$ cat src/rtl/sram_req_arbiter.sv
// rtl/sram_req_arbiter.sv - two-master to one-bus SRAM-style request arbiter with in-order response routing
module sram_req_arbiter #(
  parameter int MAX_OUT = 2
) (
  input  logic        clk,
  input  logic        resetn,
  // fetch side
  input  logic        inst_req,
  input  logic        inst_wr,
  input  logic [1:0]  inst_size,
  input  logic [3:0]  inst_wstrb,
  input  logic [31:0] inst_addr,
  input  logic [31:0] inst_wdata,
  output logic        inst_addr_ok,
  output logic        inst_data_ok,
  output logic [31:0] inst_rdata,
  // load/store side
  input  logic        data_req,
  input  logic        data_wr,
  input  logic [1:0]  data_size,
  input  logic [3:0]  data_wstrb,
  input  logic [31:0] data_addr,
  input  logic [31:0] data_wdata,
  output logic        data_addr_ok,
  output logic        data_data_ok,
  output logic [31:0] data_rdata,
  // shared bus
  output logic        bus_req,
  output logic        bus_wr,
  output logic [1:0]  bus_size,
  output logic [3:0]  bus_wstrb,
  output logic [31:0] bus_addr,
  output logic [31:0] bus_wdata,
  input  logic        bus_addr_ok,
  input  logic        bus_data_ok,
  input  logic [31:0] bus_rdata,
  output logic        resp_err
);

  localparam int CW = $clog2(MAX_OUT + 1);
  localparam int PW = (MAX_OUT > 1) ? $clog2(MAX_OUT) : 1;

  logic               lock_q, lock_d;
  logic               lock_own_q, lock_own_d;   // 1 = data side holds the lock
  logic [MAX_OUT-1:0] own_q, own_d;             // owner FIFO storage, 1 = data
  logic [PW-1:0]      wr_ptr_q, wr_ptr_d;
  logic [PW-1:0]      rd_ptr_q, rd_ptr_d;
  logic [CW-1:0]      count_q, count_d;
  logic               resp_err_q, resp_err_d;

  logic gnt_vld;
  logic gnt_data;
  logic full;
  logic pop;
  logic accept;
  logic head_data;

  // Owner selection: a stalled owner keeps the bus, otherwise data side has priority.
  always_comb begin
    gnt_vld  = 1'b0;
    gnt_data = 1'b0;
    if (lock_q) begin
      gnt_vld  = 1'b1;
      gnt_data = lock_own_q;
    end else if (data_req) begin
      gnt_vld  = 1'b1;
      gnt_data = 1'b1;
    end else if (inst_req) begin
      gnt_vld  = 1'b1;
    end
  end

  assign full      = (count_q == CW'(MAX_OUT));
  assign pop       = bus_data_ok && (count_q != '0);
  assign head_data = own_q[rd_ptr_q];

  // A full FIFO only admits a new request when a response frees a slot in the same cycle.
  assign bus_req   = resetn && gnt_vld && (!full || bus_data_ok);
  assign accept    = bus_req && bus_addr_ok;

  // Request fields follow the granted owner combinationally.
  always_comb begin
    bus_wr    = inst_wr;
    bus_size  = inst_size;
    bus_wstrb = inst_wstrb;
    bus_addr  = inst_addr;
    bus_wdata = inst_wdata;
    if (gnt_data) begin
      bus_wr    = data_wr;
      bus_size  = data_size;
      bus_wstrb = data_wstrb;
      bus_addr  = data_addr;
      bus_wdata = data_wdata;
    end
  end

  assign inst_addr_ok = accept && !gnt_data;
  assign data_addr_ok = accept && gnt_data;
  assign inst_data_ok = pop && !head_data;
  assign data_data_ok = pop && head_data;
  assign inst_rdata   = bus_rdata;
  assign data_rdata   = bus_rdata;
  assign resp_err     = resp_err_q;

  // Next-state for lock, owner FIFO, occupancy and the sticky error flag.
  always_comb begin
    lock_d     = lock_q;
    lock_own_d = lock_own_q;
    own_d      = own_q;
    wr_ptr_d   = wr_ptr_q;
    rd_ptr_d   = rd_ptr_q;
    count_d    = count_q;
    resp_err_d = resp_err_q;

    if (accept) begin
      lock_d = 1'b0;
    end else if (bus_req) begin
      lock_d     = 1'b1;
      lock_own_d = gnt_data;
    end

    if (accept) begin
      own_d[wr_ptr_q] = gnt_data;
      wr_ptr_d = (wr_ptr_q == PW'(MAX_OUT - 1)) ? '0 : wr_ptr_q + 1'b1;
    end
    if (pop) begin
      rd_ptr_d = (rd_ptr_q == PW'(MAX_OUT - 1)) ? '0 : rd_ptr_q + 1'b1;
    end

    case ({accept, pop})
      2'b10:   count_d = count_q + 1'b1;
      2'b01:   count_d = count_q - 1'b1;
      default: count_d = count_q;
    endcase

    if (bus_data_ok && (count_q == '0)) begin
      resp_err_d = 1'b1;
    end
  end

  // State registers; reset discards every outstanding ownership record.
  always_ff @(posedge clk or negedge resetn) begin
    if (!resetn) begin
      lock_q     <= 1'b0;
      lock_own_q <= 1'b0;
      own_q      <= '0;
      wr_ptr_q   <= '0;
      rd_ptr_q   <= '0;
      count_q    <= '0;
      resp_err_q <= 1'b0;
    end else begin
      lock_q     <= lock_d;
      lock_own_q <= lock_own_d;
      own_q      <= own_d;
      wr_ptr_q   <= wr_ptr_d;
      rd_ptr_q   <= rd_ptr_d;
      count_q    <= count_d;
      resp_err_q <= resp_err_d;
    end
  end

endmodule

$ cat config.mk
export PLATFORM = sky130hd
export DESIGN_NAME = sram_req_arbiter
export DESIGN_NICKNAME = d
export VERILOG_FILES = /design/src/rtl/sram_req_arbiter.sv
export SDC_FILE = /design/constraint.sdc
export NUM_CORES = 1
export LEC_CHECK = 0
export CAP_MARGIN = 20
export CORE_AREA = 2 2 125 127
export CTS_CLUSTER_DIAMETER = 150
export CTS_CLUSTER_SIZE = 10
export DETAILED_ROUTE_END_ITERATION = 7
export DIE_AREA = 0 0 127 129
export PLACE_DENSITY = 0.5
export SYNTH_ARGS = -nofsm -noshare
export SYNTH_HDL_FRONTEND = slang
export SYNTH_SLANG_ARGS = --single-unit
$ cat constraint.sdc
create_clock -name clk -period 1.96 [get_ports clk]
set_input_delay 0.392 -clock clk [delete_from_list [all_inputs] [get_ports clk]]
set_output_delay 0.392 -clock clk [all_outputs]
set_load 0.03 [all_outputs]
After elaboration in Yosys (flattened, before gate mapping)
Cells that the tools add are included.
{"block": "op_classes", "n_eq_ne": 3, "n_lt_le_gt_ge": 3, "n_addsub": 4, "n_bitwise": 1, "n_reduce_logical": 19, "n_mux": 20}
{"operator": "$mux W32", "count": 2}
{"operator": "$mux W1", "count": 13}
{"operator": "$logic_and A1 B1 Y1", "count": 10}
{"operator": "$reduce_bool A2 Y1", "count": 3}
{"operator": "$eq A2 B2 Y1 const B", "count": 2}
{"operator": "$lt A1 B2 Y1 const B", "count": 2}
{"operator": "$mux W4", "count": 1}
{"operator": "$pmux W2 S2", "count": 1}
{"operator": "$logic_not A1 Y1", "count": 3}
{"operator": "$add A1 B1 Y1 const B", "count": 2}
{"operator": "$add A2 B1 Y2 const B", "count": 1}
{"operator": "$bwmux W2", "count": 1}
{"operator": "$eq A2 B1 Y1 const B", "count": 1}
{"operator": "$logic_not A2 Y1", "count": 1}
{"operator": "$mux W2", "count": 1}
{"operator": "$reduce_and A2 Y1", "count": 1}
{"operator": "$sub A2 B1 Y2 const B", "count": 1}
{"operator": "$demux W1 S1", "count": 1}
{"operator": "$ge A1 B1 Y1 const B", "count": 1}
{"operator": "$logic_or A1 B1 Y1", "count": 1}
{"operator": "$not A1 Y1", "count": 1}
{"block": "totals", "output_inout_bits": 141, "ff_bits": 9, "in_bits": 180}

Longest topological paths before layout
Gate-level depths: netlist of the first run.
{"block": "logic_depth", "depth_word": 8, "mapped_depth": 6}

Worst setup path after synthesis of the first run
Ideal clock, no wire load.
{"block": "synth_path", "kind": "flip-flop to output port", "start": "register lock_q", "end": "output port inst_addr_ok", "path_stages_with_launch": 4, "arrival_ps": 1395, "setup_slack_ps": 173, "required_ps": 1568, "path_cell_list": "dfrtp_1 -> mux2_2 -> clkbuf_1 -> nor2_1"}
{"block": "synth_between", "elab_chain_len": 5, "elab_cells_between_ends": 7, "classes_between": "mux: 2; reduce/logical: 5"}
{"element": "start: declaration", "line": "43", "source": "logic lock_q, lock_d;"}
{"element": "start signal: assignment", "line": "152", "source": "lock_q <= lock_d;"}
{"element": "$mux W1", "line": "62", "source": "if (lock_q) begin"}
{"element": "$logic_and A1 B1 Y1 (2 in a row)", "line": "78", "source": "assign bus_req = resetn && gnt_vld && (!full || bus_data_ok);"}
{"element": "$logic_and A1 B1 Y1", "line": "79", "source": "assign accept = bus_req && bus_addr_ok;"}
{"element": "$logic_and A1 B1 Y1 (*)", "line": "97", "source": "assign inst_addr_ok = accept && !gnt_data;"}
{"element": "end: declaration", "line": "14", "source": "output logic inst_addr_ok,"}
Every way passes the cells marked *; elsewhere a longest branch is shown, timed or not.

Worst setup path after layout of the first run
{"block": "layout_path", "start": "register lock_q", "end": "output port bus_wdata[25]"}
{"block": "layout_between", "elab_chain_len": 2}
{"element": "$mux W1", "line": "62"}
{"element": "$mux W32", "line": "88", "source": "if (gnt_data) begin"}
{"element": "end: declaration", "line": "33", "source": "output logic [31:0] bus_wdata,"}
No other way between the ends.

==> results_dict.tcl, run 1 <==
set metrics [dict create \
    status "finished clean" \
    cts_buffer_depth 2 \
    gr-total-overflow 0 \
    start_util_pct 12.13 \
    slew_viol_final 0 \
    multiInputGateArea_sq_um 1144 \
    hold_ws_ps 457.5 \
    synth_area_sq_um 1817 \
    hold_violations 0 \
    antenna_cells 0 \
    hold_depth 1 \
    tritoncts "done" \
    post-route-util_pct 29.33 \
    clkSinkCount 9 \
    syn_area_per_cell_sq_um 5.472 \
    endpoint_kind "output pin" \
    layout_commonest_cell "nand2_1" \
    p_clk_share_pct 7.6 \
    fin_crit_sh_pct 99.21 \
    place_hpwl_microns 7200 \
    io_buffer_count 224 \
    regToRegStartpoint "lock_q$_DFFE_PN0P_" \
    num-fill-cells 1638 \
    p_leak_nw 2.109 \
    cts-root-buf "clkbuf_16" \
    grt_pass1_vias 2490 \
    drive_above_1_share_pct 28.40 \
    ys_warn_count 0 \
    cts_hold_buf 0 \
    rsz0062_at_grt "yes" \
    criticalPathCategory "reg2out" \
    regArea_sq_um 226.5 \
    htree_levels 1 \
    antenna_found_initial 0 \
    ys_types 25 \
    clkLatencyLatePin_ps 230 \
    mostFrequentLayoutCells "nand2_1, clkdlybuf4s50_1, buf_6" \
    die-area_sq_um 16380 \
    vias_per_cell 3.831 \
    fin_nets 682 \
    dp_slack_ps -194.8 \
    ios 321 \
    wire_per_inst_microns 13.74 \
    hold_start "resp_err$_DFFE_PN0P_" \
    grt_usage_pct 9.690 \
    drc 0 \
    r2r_slack_ps 320 \
    rows 45 \
    fin_cells 688 \
    comb_power_share_pct 85.0 \
    core_sq_um 14980 \
    antenna_left 0 \
    area_growth_syn_to_layout_pct 141.8 \
    met1_usage_pct 10.37 \
    r2r_end "count_q[1]$_DFFE_PN0P_" \
    startpoint "lock_q$_DFFE_PN0P_" \
    relSlewSlack_pct 70.35 \
    num_vias 2636 \
    p_int_mw 2.429 \
    fin_worst_skew_ps 2.061 \
    grt.busiest_layer "met2" \
    drv_cap 0 \
    ff2ff_path_depth 6 \
    ys_ff_latch 9 \
    grt_max_degree 40 \
    tightest_slew_ps 440.0 \
    met3_usage_pct 3.659 \
    required_ps 1570 \
    cp_max_fo 10 \
    fin_ws_ps 15.40 \
    synthCells 332 \
    holdPathEnd "resp_err$_DFFE_PN0P_" \
    grt_pass1_wl_microns 12670 \
    clk_pin_slew_ps 40 \
    dp.cells 677 \
    die_x_microns 127 \
    fp.dieH_microns 129 \
    yosysSeqAreaShare_pct 12.40 \
    place_congestion 0.7635 \
    switching_share_pct 48.13 \
    drt_pass1_iterations 4 \
    cts_made_buffers 3 \
    setup_viol 0 \
    cp-start-kind "register" \
    switching_power_mw 2.253 \
    routed_wl_microns 9452 \
    power.sequential.fraction_pct 7.5 \
    holdCritPathClass "reg2reg" \
    tns_ps 0 \
    synthesis.nets 513 \
    ir_drop_mv 0.4442 \
    final.min_clock_period_ps 1945 \
    power.density_nw_per_um2 1066 \
    max_freq_mhz 514.2 \
    critPathArrivalTime_ps 1550 \
    first_iter_violations 71 \
    use_met2_pct 17.39 \
]
[worst max path at each step]
stage                               end  slack (ps)  cells after the start
final                     bus_wdata[25]          20                      6
after global routing       bus_wdata[8]         -30                      6
after CTS                 bus_wdata[28]         -10                      6
after detailed placement   bus_wdata[8]        -190                      6
after global placement     bus_wdata[8]        -180                      6
after floorplan            inst_addr_ok         170                      3
[power groups by stage]
stage	Sequential (mW)	Combinational, mW	Clock (mW)
final	0.351	3.98	0.354
after global routing	0.365	4.23	0.371
after CTS	0.349	3.69	0.360
after detailed placement	0.351	3.33	0
after global placement	0.352	3.32	0
after floorplan	0.331	2.06	0
[final cells by class]
class | count | share of cell area [%]
timing repair buffer | 243 | 61.55
sequential | 9 | 5.155
clock buffer | 3 | 1.709
multi-input combinational | 243 | 26.03
clock inverter | 1 | 0.1139
tap | 188 | 5.355
inverter | 1 | 0.08545
[through the flow]
step | area (sq um) | total power, mW
after global routing | 4393 | 4.961
final | 4393 | 4.682
after global placement | 3834 | 3.667
after detailed placement | 3834 | 3.683
after CTS | 4133 | 4.396
after floorplan | 1817 | 2.394
[sequential cells by signal (all words and copies together) (netlist names)]
name	cells
resp_err	1
lock_own_q	1
rd_ptr_q	1
wr_ptr_q	1
lock_q	1
count_q	2
own_q	2
[layer usage]
metal | vias to the layer above | part of all wire [%]
met4 | 0 | 2.0
met5 | - | 0
met1 | 1141 | 35
met2 | 199 | 51
li1 | 1277 | -
met3 | 19 | 12
[synthesized netlist by cell type]
cell,n,area [sq um]
buf_2,6,30.03
mux2_2,3,33.78
nor2b_1,1,6.260
o31a_1,1,8.760
a21o_1,1,7.510
xnor2_1,4,35.03
o21ai_0,1,5.000
nor2_1,6,22.52
mux2i_1,1,10.01
nor3_1,1,5.000
a21o_2,1,8.760
nand3_1,1,5.000
nand4b_1,1,8.760
nand4_1,1,6.260
and4bb_4,1,16.27
ha_1,1,12.51
buf_4,64,480.5
mux2i_2,1,13.76
clkbuf_1,9,33.78
xor2_1,1,8.760
inv_1,1,3.750
dfrtp_1,9,225.2
mux2_4,1,15.01
or3b_4,1,11.26
nand2_1,214,803.3
[worst max-delay path, stage by stage (launching register included)]
cell and delay (ps):
dfrtp_2 400, mux2i_4 260, buf_12 190, clkbuf_16 180, nand2_1 60, nand2_1 90
buf_6 140
[timing repair]
action,4_1_cts,5_1_grt
resized for setup,37,68
setup endpoints to repair,74,71
cloned,2,3
setup buffers,3,0
pin swaps,0,11
[cell families (layout without fill, tap and decap cells)]
| family | count (synthesis) | in the layout | share of synthesized area (%) |
|---|---|---|---|
| multiplexers | 6 | 6 | 3.994 |
| buffers and inverters | 80 | 248 | 30.16 |
| flip-flops | 9 | 9 | 12.40 |
| AO/OA/AOI/OAI | 4 | 4 | 1.653 |
| XOR/XNOR | 5 | 5 | 2.410 |
| adder cells (fa/ha/maj) | 1 | 1 | 0.6886 |
| AND/OR/NAND/NOR | 227 | 227 | 48.69 |
Power figures use the tool's default switching activity.
==> inputs of run 2 (changes only) <==
==> config.mk (replaced) <==
export PLATFORM = sky130hd
export DESIGN_NAME = sram_req_arbiter
export DESIGN_NICKNAME = d
export VERILOG_FILES = /design/src/rtl/sram_req_arbiter.sv
export SDC_FILE = /design/constraint.sdc
export NUM_CORES = 1
export LEC_CHECK = 0
export ABC_AREA = 1
export CAP_MARGIN = 20
export CORE_AREA = 2 2 124 126
export CTS_CLUSTER_DIAMETER = 150
export CTS_CLUSTER_SIZE = 10
export DETAILED_ROUTE_END_ITERATION = 7
export DIE_AREA = 0 0 126 128
export PLACE_DENSITY = 0.51
export SYNTH_ARGS = -nofsm -noshare
export SYNTH_HDL_FRONTEND = slang
export SYNTH_SLANG_ARGS = --single-unit
==> constraint.sdc (replaced) <==
create_clock -name clk -period 2.2 [get_ports clk]
set_input_delay 0.44 -clock clk [delete_from_list [all_inputs] [get_ports clk]]
set_output_delay 0.44 -clock clk [all_outputs]
set_load 0.03 [all_outputs]
==> run 2 against run 1 <==
Cell count increased by 2.0%. Utilization decreased by 2.2 points. First-iteration DRC count decreased by 17%. Via count decreased by 1.5%. Die area decreased by 1.6%. Register-to-register slack improved by 230 ps. Clock skew about the same. Worst hold slack improved by 13 ps. Cell area decreased by 8.3%. Clock-buffer cell count increased by 1. Critical path type is now in2out. Largest cell class unchanged.
==> results_dict.tcl, run 2 <==
set metrics [dict create \
    setup_viol 0 \
    slowest_stage "clkdlybuf4s50_1" \
    synthesis.nets 532 \
    cts_hold_buf 0 \
    io_buffer_count 224 \
    crit_chain "clkdlybuf4s50_1, nor3_2, nor2_4, nand2_2, nor2_1, buf_4" \
    endpoint_kind "output pin" \
    grt_pass1_wl_microns 12020 \
    required_ps 1760 \
    r2r_slack_ps 550 \
    area_growth_syn_to_layout_pct 113.0 \
    ios 321 \
    ys_ff_latch 9 \
    hold_violations 0 \
    gr-total-overflow 0 \
    grt_pass1_vias 2286 \
    synthCells 351 \
    synth_edf_count 0 \
    routed_wl_microns 9398 \
    yosysSeqAreaShare_pct 11.91 \
    rows 45 \
    layout_commonest_cell "nand2_1" \
    final.min_clock_period_ps 1987 \
    reg_top3 "count_q x2, own_q x2" \
    ir_drop_mv 0.3814 \
    synthArstFlopShare_pct 100.0 \
    antenna_cells 0 \
    cts_made_buffers 3 \
    clk_pin_slew_ps 40 \
    ys_warn_count 0 \
    place_congestion 0.8294 \
    antenna_left 0 \
    critPathTopFamily "buffers and inverters" \
    fin_worst_skew_ps 2.240 \
    hold_depth 2 \
    holdPathEnd "own_q[0]$_DFFE_PN0P_" \
    fin_ws_ps 212.8 \
    die_x_microns 126 \
    htree_levels 1 \
    r2r_end "count_q[1]$_DFFE_PN0P_" \
    drc 0 \
    dp_slack_ps 39.38 \
    mostFrequentLayoutCells "nand2_1, clkdlybuf4s50_1, buf_4" \
    grt_max_degree 42 \
    regToRegStartpoint "count_q[0]$_DFFE_PN0P_" \
    grt_usage_pct 9.247 \
    cp-start-kind "input pin" \
    ys_types 21 \
    critPathArrivalTime_ps 1550 \
    power.sequential.fraction_pct 7.7 \
    synth_area_sq_um 1891 \
    place_hpwl_microns 7110 \
    ff2ff_path_depth 6 \
    drive_above_1_share_pct 20.43 \
    p_int_mw 1.837 \
    start_util_pct 12.72 \
    tightest_slew_ps 336.0 \
    synth.most_common_cell "nand2_1" \
    p_leak_nw 2.038 \
    synth_area_leaders "nand2_1, buf_4, dfrtp_1" \
    tritoncts "done" \
    clkLatencyLatePin_ps 240 \
    slew_viol_final 0 \
    criticalPathCategory "in2out" \
    holdCritPathClass "reg2reg" \
    cts-root-buf "clkbuf_16" \
    fin_crit_sh_pct 90.33 \
    status "finished clean" \
    synth_commonest_cells "nand2_1, buf_4, dfrtp_1, inv_1, buf_6" \
    cp_slowest_stage_delay_ps 470 \
    drt_pass1_iterations 4 \
    rsz0062_at_grt "no" \
    clkSinkCount 9 \
    drv_cap 0 \
    switching_share_pct 51.40 \
    relSlewSlack_pct 77.45 \
    worst-path-buf-inv 2 \
    cts_buffer_depth 2 \
    power.density_nw_per_um2 938.6 \
    vias_per_cell 3.699 \
    comb_power_share_pct 83.8 \
    fp.dieH_microns 128 \
    p_clk_share_pct 8.5 \
    tns_ps 0 \
    switching_power_mw 1.942 \
    wire_per_inst_microns 13.39 \
    fin_nets 696 \
    core_sq_um 14860 \
    num_vias 2597 \
    antenna_found_initial 0 \
    syn_area_per_cell_sq_um 5.386 \
    synth_top_area_share_pct 44.67 \
    max_freq_mhz 503.2 \
    yosys.area.top_type "nand2_1" \
    hold_start "own_q[0]$_DFFE_PN0P_" \
    die-area_sq_um 16130 \
    cp_max_fo 4 \
    first_iter_violations 59 \
    ys.flop_type "dfrtp_1" \
]
run 2: changes by cell type after synthesis, moves of 2 or more:
cell,previous run,this run
xnor2_1,4,1
clkbuf_1,9,0
buf_6,0,8
a21oi_1,0,2
nand2_2,0,2
nand2_1,214,225
mux2_2,3,0
o21ai_0,1,3
inv_2,0,2
nand4_1,1,4
o21ai_1,0,2
inv_1,1,9
run 2: cells by family (layout without fill, tap and decap cells):
group	after synthesis	after routing	synth area share, %
flip-flops	9	9	11.91
XOR/XNOR	3	3	1.390
AO/OA/AOI/OAI	8	8	2.316
buffers and inverters	90	253	34.22
adder cells (fa/ha/maj)	1	1	0.6617
AND/OR/NAND/NOR	240	240	49.50
run 2: routing by layer:
| layer | part of all wire (%) | vias up | routed length, microns | GRT usage (%) |
|---|---|---|---|---|
| li1 | - | 1310 | - | - |
| met1 | 37 | 1085 | 3456 | 9.672 |
| met2 | 49 | 175 | 4606 | 16.35 |
| met3 | 11 | 27 | 1052 | 4.549 |
| met4 | 3.0 | 0 | 284 | 2.844 |
| met5 | 0 | - | 0 | 0 |
run 2: worst reg2reg max path: cells and delay by family (launching register included):
kind | cells | cell delay (ps)
AO/OA/AOI/OAI | 3 | 550
XOR/XNOR | 1 | 160
buffers and inverters | 1 | 90
flip-flops | 1 | 430
adder cells (fa/ha/maj) | 1 | 310
run 2: what timing repair did:
action | in CTS | in global routing
setup endpoints to repair | 0 | 58
resized for setup | 0 | 19
buffers inserted | 0 | 2
run 2: stage by stage:
step           util (%)  power, mW  hold slack (ps)  instance area, sq um  std cells
2_1_floorplan         -      2.200            144.4                  1891        351
3_3_place_gp      25.31      3.165            460.2                  3762        691
3_5_place_dp      25.31      3.194            456.4                  3762        691
4_1_cts           25.84      3.529            473.8                  3841        695
5_1_grt           27.09      4.034            505.4                  4026        702
6_report          27.09      3.779            470.8                  4026        702
run 2: area by class of cell:
class                           instances  area [sq um]
Timing Repair Buffer                  238          2405
Clock buffer                            4         78.83
Multi-Input combinational cell        252          1033
Sequential cell                         9         225.2
Inverter                               11         48.80
Fill cell                            1622         10840
Tap cell                              188         235.2
run 2: power groups by stage:
stage / clock [mW] / combinational [mW] / sequential [mW]
detailed placement: 0 / 2.90 / 0.291
global route: 0.341 / 3.39 / 0.303
floorplan: 0 / 1.92 / 0.283
finish: 0.323 / 3.17 / 0.291
global placement: 0 / 2.87 / 0.291
CTS: 0.327 / 2.91 / 0.291
run 2: how the worst max path moves through the flow:
stage,startpoint,end,slack (ps),depth (start not counted)
4_1_cts,data_req,bus_wdata[13],30,8
2_1_floorplan,data_req,data_addr_ok,390,6
3_3_place_gp,data_req,bus_addr[0],50,8
3_5_place_dp,data_req,bus_wdata[13],40,8
6_report,bus_data_ok,data_addr_ok,210,6
5_1_grt,bus_data_ok,data_data_ok,130,4
==> inputs of run 3 (changes only) <==
--- a/config.mk
+++ b/config.mk
@@ -12,6 +12,7 @@
 export CTS_CLUSTER_SIZE = 10
 export DETAILED_ROUTE_END_ITERATION = 7
 export DIE_AREA = 0 0 126 128
+export GPL_TIMING_DRIVEN = 0
 export PLACE_DENSITY = 0.51
 export SYNTH_ARGS = -nofsm -noshare
 export SYNTH_HDL_FRONTEND = slang
==> run 3 against run 2 <==
Non-clock buffer count grew 134. Flip-flop and latch count is the same. Clock-buffer cell count is the same. Clock power is essentially flat. Maximum frequency shrank 6.2%. Critical path depth shrank 2. Register-to-register slack lost 30 ps. Wire length grew 15%. Utilization grew 7.4 points. Cell count grew 19%. Die area is the same. Largest power group unchanged.
==> results_dict.tcl, run 3 (same netlist as run 2, synthesis figures left out) <==
set metrics [dict create \
    ff2ff_path_depth 8 \
    start_util_pct 12.72 \
    core_sq_um 14860 \
    clk_pin_slew_ps 40 \
    area_growth_syn_to_layout_pct 171.3 \
    fin_worst_skew_ps 1.212 \
    multiInputGateArea_sq_um 1031 \
    cts_buffer_depth 2 \
    antenna_left 0 \
    grt_pass1_wl_microns 15280 \
    layout_commonest_cell "nand2_1" \
    cp-start-kind "input pin" \
    required_ps 1760 \
    drc 0 \
    rsz0062_at_grt "no" \
    status "finished clean" \
    routed_wl_microns 10810 \
    fin_crit_sh_pct 96.28 \
    wire_per_inst_microns 12.93 \
    endpoint_kind "output pin" \
    setup_viol 0 \
    cp_max_fo 4 \
    drt_pass1_iterations 4 \
    place_hpwl_microns 9204 \
    ios 321 \
    die_x_microns 126 \
    crit_end "inst_data_ok" \
    tritoncts "done" \
    htree_levels 1 \
    critPathArrivalTime_ps 1680 \
    clkSinkCount 9 \
    regToRegStartpoint "count_q[1]$_DFFE_PN0P_" \
    r2r_slack_ps 520 \
    holdCritPathClass "in2async" \
    vias_per_cell 3.628 \
    grt_pass1_vias 2809 \
    relSlewSlack_pct 74.79 \
    tightest_slew_ps 376.9 \
    reg_top3 "count_q x2, own_q x2" \
    io_buffer_count 288 \
    regArea_sq_um 225.2 \
    num-fill-cells 1619 \
    fin_total_pwr_mw 4.038 \
    grt_max_degree 12 \
    slew_viol_final 0 \
    r2r_end "count_q[1]$_DFFE_PN0P_" \
    p_leak_nw 2.589 \
    max_freq_mhz 472.1 \
    die-area_sq_um 16130 \
    cts-root-buf "clkbuf_16" \
    clkLatencyLatePin_ps 230 \
    final.min_clock_period_ps 2118 \
    criticalPathCategory "in2out" \
    mostFrequentLayoutCells "nand2_1, clkdlybuf4s50_1, buf_4" \
    drive_above_1_share_pct 26.70 \
    grt_usage_pct 11.69 \
    fin_nets 830 \
    ir_drop_mv 0.4659 \
    antenna_found_initial 0 \
    drv_cap 0 \
    gr-total-overflow 0 \
    startpoint "bus_data_ok" \
    place_congestion 0.7644 \
    hold_violations 0 \
    rows 45 \
    fp.dieH_microns 128 \
    power.density_nw_per_um2 787.2 \
    num_vias 3033 \
    antenna_cells 0 \
    first_iter_violations 43 \
    post-route-util_pct 34.51 \
    cts_made_buffers 3 \
]
==> run 3: cell count changes in the layout (fill, tap and decap cells not counted), moves of 6 or more <==
cell             previous run  this run
buf_12                     11         1
buf_2                       0         6
clkdlybuf4s15_2             0         7
buf_6                       8        24
clkdlybuf4s50_1           147       210
buf_4                      66       107
==> run 3: how the worst min path moves through the flow <==
stage	start	end	slack, ps	depth (start not counted)
after floorplan	resetn	count_q[0]$_DFFE_PN0P_	140	0
after global placement	resp_err$_DFFE_PN0P_	resp_err$_DFFE_PN0P_	460	1
after detailed placement	own_q[0]$_DFFE_PN0P_	own_q[0]$_DFFE_PN0P_	460	2
after CTS	resetn	own_q[1]$_DFFE_PN0P_	250	1
after global routing	resetn	count_q[0]$_DFFE_PN0P_	90	1
final	resetn	wr_ptr_q$_DFFE_PN0N_	70	1
==> run 3: per-layer routing <==
| metal | track usage, % | vias up | share of wire (%) |
|---|---|---|---|
| li1 | - | 1581 | - |
| met2 | 23.02 | 155 | 54 |
| met1 | 13.23 | 1289 | 38 |
| met5 | 0 | - | 0 |
| met3 | 2.254 | 8 | 7.9 |
| met4 | 1.616 | 0 | 0.61 |
==> run 3: through the flow <==
| step | setup slack [ps] | TNS [ps] | cell area, sq um | cells | hold slack (ps) |
|---|---|---|---|---|---|
| after floorplan | 388.0 | 0 | 1891 | 351 | 144.4 |
| after global placement | -718.8 | -41620 | 5009 | 827 | 458.9 |
| after detailed placement | -736.6 | -41940 | 5009 | 827 | 464.8 |
| after CTS | -138.3 | -2532 | 4971 | 833 | 252.4 |
| after global routing | 5.995 | 0 | 5130 | 836 | 91.41 |
| final | 81.73 | 0 | 5130 | 836 | 73.21 |
==> run 3: area by class of cell <==
type / count / share of cell area, %
timing repair buffer: 293 / 55.76
multi-input combinational: 252 / 20.10
buffer: 79 / 12.73
tap: 188 / 4.585
sequential: 9 / 4.390
clock buffer: 4 / 1.537
inverter: 11 / 0.9024
==> run 3: what timing repair did <==
item,CTS,global route
resized for setup,421,46
cloned,0,2
buffers inserted,2,1
pin swaps,0,2
hold buffers,0,0
endpoints found under the setup margin,77,76
==> run 3: where the power goes <==
group          internal (mW)  leakage, nW  total (mW)  switching, mW
registers              0.237        0.106       0.293         0.0559
logic                   1.47         2.44        3.42           1.96
clock network          0.242       0.0382       0.321         0.0784
total                   1.95         2.59        4.04           2.09
==> run 3: worst max-delay path, cell delays in order <==
cell and delay [ps]:
clkdlybuf4s50_1 550, o21ai_1 170, nor2_1 140, clkdlybuf4s15_1 380
